<file path="src/rtl/logdrop_window_accum.sv">
// Window sequencer and accumulator around the combinational logdrop window stage.
// Build option: define LOGDROP_WINDOW_ACCUM_MEAN_EN to present the window mean instead of the raw sum.
module logdrop_window_accum #(
  parameter int DATA_W = 8,
  parameter int WINLEN = 32,
  parameter int SUM_W  = DATA_W + $clog2(WINLEN)
) (
  input  logic                      i_clk,
  input  logic                      i_rst_n,
  input  logic                      i_cg,
  input  logic                      i_clear,
  input  logic                      i_x_valid,
  output logic                      o_x_ready,
  input  logic [DATA_W-1:0]         i_x,
  output logic [DATA_W-1:0]         o_x,
  output logic [$clog2(WINLEN)-1:0] o_t,
  input  logic [DATA_W-1:0]         i_y,
  output logic                      o_valid,
  input  logic                      i_ready,
  output logic [SUM_W-1:0]          o_sum
);

  localparam int T_W = $clog2(WINLEN);

  // Handshakes: a transfer happens on a cycle where valid && ready are both 1
  // (and i_cg=1). Once o_valid rises, o_sum is held stable until it transfers.
  typedef enum logic {
    ST_EMPTY = 1'b0,
    ST_FULL  = 1'b1
  } state_t;

  state_t           state_q, state_d;
  logic [T_W-1:0]   t_q, t_d;
  logic [SUM_W-1:0] acc_q, acc_d;
  logic [SUM_W-1:0] sum_q, sum_d;
  logic [SUM_W-1:0] window_total;
  logic [SUM_W-1:0] load_value;
  logic             last_slot;
  logic             accept;
  logic             complete;
  logic             drain;

  assign o_x       = i_x;
  assign o_t       = t_q;
  assign o_valid   = (state_q == ST_FULL);
  assign o_sum     = sum_q;

  assign last_slot = (t_q == T_W'(WINLEN - 1));
  // Only the closing sample stalls, and only when the finished sum has nowhere to go.
  assign o_x_ready = i_cg && !i_clear && !(last_slot && o_valid && !i_ready);
  assign accept    = i_x_valid && o_x_ready;
  assign complete  = accept && last_slot;
  assign drain     = o_valid && i_ready && i_cg;

  assign window_total = acc_q + SUM_W'(i_y);

`ifdef LOGDROP_WINDOW_ACCUM_MEAN_EN
  assign load_value = window_total >> T_W;
`else
  assign load_value = window_total;
`endif

  // Window position and running sum.
  always_comb begin
    t_d   = t_q;
    acc_d = acc_q;
    if (i_cg) begin
      if (i_clear) begin
        t_d   = '0;
        acc_d = '0;
      end else if (accept) begin
        if (last_slot) begin
          t_d   = '0;
          acc_d = '0;
        end else begin
          t_d   = t_q + T_W'(1);
          acc_d = window_total;
        end
      end
    end
  end

  // Holding register next state; refill during drain keeps it FULL with no bubble.
  always_comb begin
    state_d = state_q;
    sum_d   = sum_q;
    case (state_q)
      ST_EMPTY: begin
        if (complete) begin
          state_d = ST_FULL;
          sum_d   = load_value;
        end
      end
      ST_FULL: begin
        if (complete) begin
          state_d = ST_FULL;
          sum_d   = load_value;
        end else if (drain) begin
          state_d = ST_EMPTY;
        end
      end
      default: state_d = ST_EMPTY;
    endcase
  end

  always_ff @(posedge i_clk) begin
    if (!i_rst_n) begin
      state_q <= ST_EMPTY;
      t_q     <= '0;
      acc_q   <= '0;
      sum_q   <= '0;
    end else begin
      state_q <= state_d;
      t_q     <= t_d;
      acc_q   <= acc_d;
      sum_q   <= sum_d;
    end
  end

endmodule

</file>
<file path="config.mk">
export PLATFORM = sky130hd
export DESIGN_NAME = logdrop_window_accum
export DESIGN_NICKNAME = d
export VERILOG_FILES = /design/src/rtl/logdrop_window_accum.sv
export SDC_FILE = /design/constraint.sdc
export NUM_CORES = 1
export LEC_CHECK = 0
export CORE_MARGIN = 5
export CORE_UTILIZATION = 35
export CTS_BUF_LIST = sky130_fd_sc_hd__clkbuf_8
export CTS_CLUSTER_DIAMETER = 100
export CTS_CLUSTER_SIZE = 8
export DETAILED_ROUTE_END_ITERATION = 6
export SYNTH_ARGS = -nofsm -noshare
export SYNTH_HDL_FRONTEND = slang
export SYNTH_SLANG_ARGS = --single-unit
</file>
<file path="constraint.sdc">
create_clock -name i_clk -period 2.27 [get_ports i_clk]
set_input_delay 0.454 -clock i_clk [delete_from_list [all_inputs] [get_ports i_clk]]
set_output_delay 0.454 -clock i_clk [all_outputs]
set_load 0.02 [all_outputs]
</file>
==> out/results.tsv, run 1 <==
stage	metric	value	unit
run_status	outcome	finished clean	
die	die footprint	0.00714	sq mm
clocking	CTS root buffer	clkbuf_8	
timing	skew final	0.00270	ns
yosys	Post-synth top cells	dfxtp_1 (32), a21oi_1 (22), nand2_1 (22), nor2_1 (20), nand3_1 (17)	
yosys	Ys Warns	0	
die	die width	84.5	um
clocking	clk sinks	32	
route	Routed Wire Length	5310	um
yosys	FF+latch count, synth	32	
power	PD cells	473	mW/mm^2
power	part of the power in combinational logic	16.1	%
clocking	H-tree Lvls	2	
yosys	Area contributors post-synth	dfxtp_1 (33%), ha_1 (6.4%), a21oi_1 (5.7%), nand3_1 (4.4%), nand2_1 (4.3%)	
yosys	Mapped Area	0.00194	sq mm
yosys	Post-Synth Adder-Cell Area	7.47	%
timing	normalized max-slew margin	67.7	%
route	DR pass1 iterations	4	
die	Initial Util	35.7	%
grt	initial antenna violation count	0	
grt	number of global-route vias before repair	1886	
yosys	mux cell area share after synthesis	1.03	%
yosys	XOR/XNOR share of the synthesized area	1.80	%
die	die span in y	84.5	um
clocking	Post-CTS Hold Buffers	0	
route	Final ANT Viol Nets	0	
timing	period utilization	96.2	%
yosys	Async S/R FF share, synth	0	%
yosys	Mapped Nets	270	
route	vias per cell	5.29	
layout	share of cells above drive strength 1	19.3	%
timing	Setup violations, final	0	
yosys	largest family of logic cells by synthesized area	compound AO/OA/AOI/OAI gates	
yosys	post-synthesis compound-gate area fraction	26.9	%
die	IO Pins	50	
route	first-iteration detailed-routing DRC count	137	
clocking	total clock buffers created by CTS	5	
setup_path	critical path peak fanout	2	
setup_path	Worst EP arrival	1.73	ns
setup_path	reg2reg path depth	9	
timing	min Tclk post-route	2.18	ns
grt	routing usage on met2	25.3	%
timing	maximum achievable frequency	458	MHz
route	vias	1946	
setup_path	Setup crit end kind	output pin	
yosys	number of synthesized flops with an enable pin	0	
setup_path	Worst EP required	1.82	ns
clocking	CTS tree	yes	
setup_path	crit path kind	reg2out	
power	Max rail drop VDD	282	uV
place	Placed Instances	361	
timing	final-report max-slew violation count	0	
layout	final net count	329	
place	count of buffers from port buffering	33	
timing	Worst-Margin Slew	0.484	ns
yosys	Simple-Gate Fraction of Synth Area	23.3	%
layout	# diodes	0	
layout	Finished Layout Cells	368	
grt	gr ovfl total	0	
die	Rows	27	
min_path	hold path depth	2	
place	DP Wirelength	3950	um
route	Residual DRC	0	
grt	GRT Total Usage	15.6	%
run	reported max-cap violation count	0	
place	Routability Congestion	0.788	
timing	Final Hold Viols	0	
clocking	Clock Tree Buf Depth	2	
yosys	cell count after synthesis	237	
power	Clock power frac	38.4	%
power	Psw	322	uW
yosys	most common cell in the netlist	dfxtp_1	
grt	grt peak-use layer	met2	
yosys	sequential area share after synthesis	33.0	%
yosys	Synth Area per Inst	8.19	sq um
route	Wirelength per Cell	14.4	um
yosys	Yosys top cell area share	33.0	%
place	dpl cell area	0.00254	sq mm
yosys	most common flop cell mapped by yosys	dfxtp_1	
yosys	largest area contributor in the netlist	dfxtp_1	
timing	Hold WS	0.457	ns
clocking	Clk Latency, worst-skew pair	0.28	ns
power	Pleak	1.07	nW
timing	setup_tns	0	ns
yosys	post-synth cell types	53	
die	core area	0.00544	sq mm
setup_path	Setup crit start kind	register	
layout	Core Util, Final	48.9	%
layout	Synth-to-Final Area Change	37.0	%
grt	largest net degree at the start of global routing	23	
layout	finished layout cell area	0.00266	sq mm
power	register share of total power	45.5	%
power	Internal	936	uW
grt	first-pass GRT wire length	9180	um
grt	grt met3 use	4.12	%
min_path	worst hold path class	reg2reg	
grt	met1 Track Usage GR	20.8	%
clocking	Setup Buffers After CTS	0	
power	Switching Fraction	25.6	%
timing	RSZ-0062 raised after global routing	no	
clocking	clk slew on worst S/H paths	0.07	ns
## area by class of cell
class | instances | area [sq um]
sequential | 32 | 641
fill | 554 | 2780
clock buffer | 7 | 96.3
multi-input combinational | 183 | 1200
inverter | 4 | 15.0
tap | 72 | 90.1
timing repair buffer | 70 | 621
## critical path, cell delays in order (launching register included)
cell	delay [ns]
dfxtp_1	0.31
ha_1	0.21
and3_1	0.18
ha_1	0.19
and3b_1	0.20
nor3b_1	0.16
buf_2	0.19
## metal layers
layer	vias to the layer above	share of wire, %
met3	4	4.7
li1	1001	-
met5	-	0
met2	40	46
met4	0	0.89
met1	901	48
## per-stage QoR
| step | setup slack [ns] | power [mW] |
|---|---|---|
| after floorplan | 0.0473 | 0.706 |
| after global placement | -0.347 | 0.782 |
| after detailed placement | -0.384 | 0.784 |
| after CTS | -0.0133 | 1.27 |
| after global routing | 0.00520 | 1.32 |
| final | 0.0864 | 1.26 |
## power by group through the flow
| stage | clock [mW] | combinational, mW | sequential, mW |
|---|---|---|---|
| after floorplan | 0 | 0.121 | 0.586 |
| after global placement | 0 | 0.197 | 0.585 |
| after detailed placement | 0 | 0.198 | 0.585 |
| after CTS | 0.494 | 0.201 | 0.572 |
| after global routing | 0.523 | 0.223 | 0.573 |
| final | 0.483 | 0.202 | 0.572 |
## path summary, 6_finish.rpt
| kind | startpoint | slack [ns] | end |
|---|---|---|---|
| worst max-delay path | o_t[0]$_SDFFE_PN0P_ | 0.09 | o_x_ready |
| worst min-delay path | o_sum[6]$_SDFFE_PN0P_ | 0.46 | o_sum[6]$_SDFFE_PN0P_ |
| worst max register to register | o_t[0]$_SDFFE_PN0P_ | 0.12 | acc_q[10]$_SDFFE_PN0P_ |
| worst min register to register | o_sum[6]$_SDFFE_PN0P_ | 0.46 | o_sum[6]$_SDFFE_PN0P_ |
## cells by family (layout without fill, tap and decap cells)
kind of cell             count (synthesis)  count (layout)
AND/OR/NAND/NOR                         90              90
AO/OA/AOI/OAI                           76              76
flip-flops                              32              32
buffers and inverters                   22              81
adder cells (fa/ha/maj)                 11              11
XOR/XNOR                                 4               4
multiplexers                             2               2
## layout by cell type, fill, tap and decap left out, types with 7 or more instances in the layout
cell	synthesis	layout
clkdlybuf4s50_1	0	30
ha_1	10	9
buf_4	8	36
a21oi_1	22	22
o21ai_0	14	14
nand3_1	17	17
dfxtp_1	32	32
clkbuf_8	0	7
nor2_1	20	20
nand2_1	22	22
## repair_timing
action                     4_1_cts  5_1_grt
pin swaps                        1        6
setup endpoints to repair        4        6
gates resized for setup          6        6
## registers in the layout, indices dropped and copies added, names as in the netlist
signal and cells:
o_t 5, o_sum 13, acc_q 13, o_valid 1
Power figures use the tool's default switching activity.
==> inputs of run 2 (changes only) <==
RECOVER_POWER = 100   (was default)
SKIP_CTS_REPAIR_TIMING = 1   (was default)
==> run 2 against run 1 <==
Sequential power barely moved. Clock skew barely moved. Critical path depth did not move. Sequential share of layout area rose by 0.40 points. Cell area fell by 1.6%. Combinational power fell by 3%. Die area did not move.
==> out/results.tsv, run 2 (synthesis results as in run 1) <==
stage	metric	value	unit	change
run_status	outcome	finished clean		unchanged
grt	initial antenna violation count	0		unchanged
setup_path	critical-path cell list	ha_1, and3_1, ha_1, and3b_1, nor3b_1, buf_2		unchanged
timing	min Tclk post-route	2.18	ns	about the same
route	vias per cell	5.28		was 5.29
timing	normalized max-slew margin	68.4	%	was 67.7%
timing	period utilization	96.1	%	was 96.2%
layout	final net count	329		unchanged
setup_path	Worst path top cell family by delay	simple AND/OR/NAND/NOR gates		unchanged
setup_path	WP buf/inv	1		unchanged
setup_path	critical path peak fanout	2		unchanged
route	vias	1944		was 1946
layout	share of cells above drive strength 1	16.9	%	was 19.3%
clocking	Clk Latency, worst-skew pair	0.28	ns	about the same
power	PD cells	477	mW/mm^2	was 473 mW/mm^2
timing	Setup WS post-layout	0.0884	ns	was 0.0864 ns
clocking	clk slew on worst S/H paths	0.07	ns	about the same
clocking	total clock buffers created by CTS	5		unchanged
layout	commonest non-fill, non-tap cell in the layout	dfxtp_1		was buf_4
die	Initial Util	35.7	%	unchanged
power	Pleak	1.11	nW	was 1.07 nW
place	Routability Congestion	0.788		unchanged
layout	Synth-to-Final Area Change	34.8	%	was 37.0%
setup_path	Setup crit start kind	register		unchanged
setup_path	R2R setup slack	0.15	ns	was 0.12 ns
setup_path	RR Startpoint	o_t[0]$_SDFFE_PN0P_		unchanged
run	reported max-cap violation count	0		unchanged
die	die footprint	0.00714	sq mm	unchanged
power	Max rail drop VDD	305	uV	was 282 uV
route	Residual DRC	0		unchanged
setup_path	CP max-delay cell	dfxtp_1		unchanged
setup_path	Worst EP required	1.82	ns	about the same
place	DP Wirelength	3950	um	unchanged
clocking	CTS tree	yes		unchanged
layout	Core Util, Final	48.1	%	was 48.9%
route	Wirelength per Cell	14.4	um	about the same
place	dpl ws	-0.384	ns	unchanged
setup_path	Worst EP arrival	1.73	ns	about the same
timing	RSZ-0062 raised after global routing	no		unchanged
timing	maximum achievable frequency	458	MHz	about the same
die	die width	84.5	um	unchanged
die	Rows	27		unchanged
timing	final-report max-slew violation count	0		unchanged
grt	largest net degree at the start of global routing	23		unchanged
setup_path	critical path launch point	o_t[0]$_SDFFE_PN0P_		unchanged
clocking	CTS root buffer	clkbuf_8		unchanged
clocking	clk sinks	32		unchanged
timing	skew final	0.00273	ns	was 0.00270 ns
setup_path	crit path kind	reg2out		unchanged
setup_path	Setup crit end kind	output pin		unchanged
route	Routed Wire Length	5310	um	about the same
die	core area	0.00544	sq mm	unchanged
min_path	worst hold path class	reg2reg		unchanged
die	IO Pins	50		unchanged
place	count of buffers from port buffering	33		unchanged
timing	Final Hold Viols	0		unchanged
setup_path	Most common cell on crit path	ha_1		unchanged
route	first-iteration detailed-routing DRC count	164		was 137
grt	GRT Total Usage	15.7	%	was 15.6%
timing	Worst-Margin Slew	0.474	ns	was 0.484 ns
die	die span in y	84.5	um	unchanged
min_path	hold path start	o_sum[6]$_SDFFE_PN0P_		unchanged
route	DR pass1 iterations	4		unchanged
grt	gr ovfl total	0		unchanged
timing	Setup violations, final	0		unchanged
timing	Hold WS	0.453	ns	was 0.457 ns
clocking	Clock Tree Buf Depth	2		unchanged
grt	number of global-route vias before repair	1887		was 1886
setup_path	crit-path max cell delay	0.31	ns	about the same
layout	most frequent cells in the layout	dfxtp_1 (32), buf_4 (28), a21oi_1 (22), nand2_1 (22), nor2_1 (20)		was buf_4 (36), dfxtp_1 (32), clkdlybuf4s50_1 (30)
clocking	H-tree Lvls	2		unchanged
grt	first-pass GRT wire length	9190	um	was 9180 um
layout	Fill cells	565		was 554
route	Final ANT Viol Nets	0		unchanged
layout	# diodes	0		unchanged
run 2: cell count changes in the layout (fill, tap and decap cells not counted), moves of 3 or more:
| cell | change |
|---|---|
| clkbuf_1 | +5 |
| dlygate4sd3_1 | +19 |
| clkbuf_4 | +3 |
| buf_4 | -8 |
| clkdlybuf4s50_1 | -19 |
run 2: worst min-delay path, cell delays in order (launching register included):
cell and delay (ns):
dfxtp_1 0.31, nand2_1 0.05, a21oi_1 0.05
run 2: cell type report:
class | instances | area (sq um) | share of cell area, %
Multi-Input combinational cell | 183 | 1190 | 45.4
Sequential cell | 32 | 641 | 24.5
Timing Repair Buffer | 70 | 587 | 22.4
Clock buffer | 7 | 96.3 | 3.68
Tap cell | 72 | 90.1 | 3.44
Inverter | 4 | 15.0 | 0.574
run 2: path summary, 6_finish.rpt:
kind	endpoint	cells after the start
setup / recovery	o_x_ready	6
hold / removal	o_sum[6]$_SDFFE_PN0P_	2
setup reg to reg	acc_q[2]$_SDFFE_PN0P_	10
hold reg to reg	o_sum[6]$_SDFFE_PN0P_	2
run 2: report_power, final:
part	internal (mW)	switching (mW)
combinational	0.0920	0.103
clock	0.270	0.211
sequential	0.568	0.00436
run 2: per-stage QoR:
step                      instance area, sq um  setup TNS [ns]  power (mW)  instances
after floorplan                           1940               0       0.706        237
after global placement                    2540           -2.57       0.782        361
after detailed placement                  2540           -2.85       0.784        361
after CTS                                 2640          -0.595        1.27        368
after global routing                      2620               0        1.31        368
final                                     2620               0        1.25        368
run 2: metal layers:
layer	vias to the layer above	share of wire [%]	wire length [um]	track usage [%]
met5	-	0	0	0
met4	0	0.89	47	3.74
met3	6	4.2	224	4.12
met2	34	46	2470	25.2
met1	903	48	2570	20.9
li1	1001	-	-	-
==> inputs of run 3 (changes only) <==
CAP_MARGIN = 10   (was default)
==> results of run 3 <==
Same layout as run 2: the final DEF is identical, and so are final timing and power.
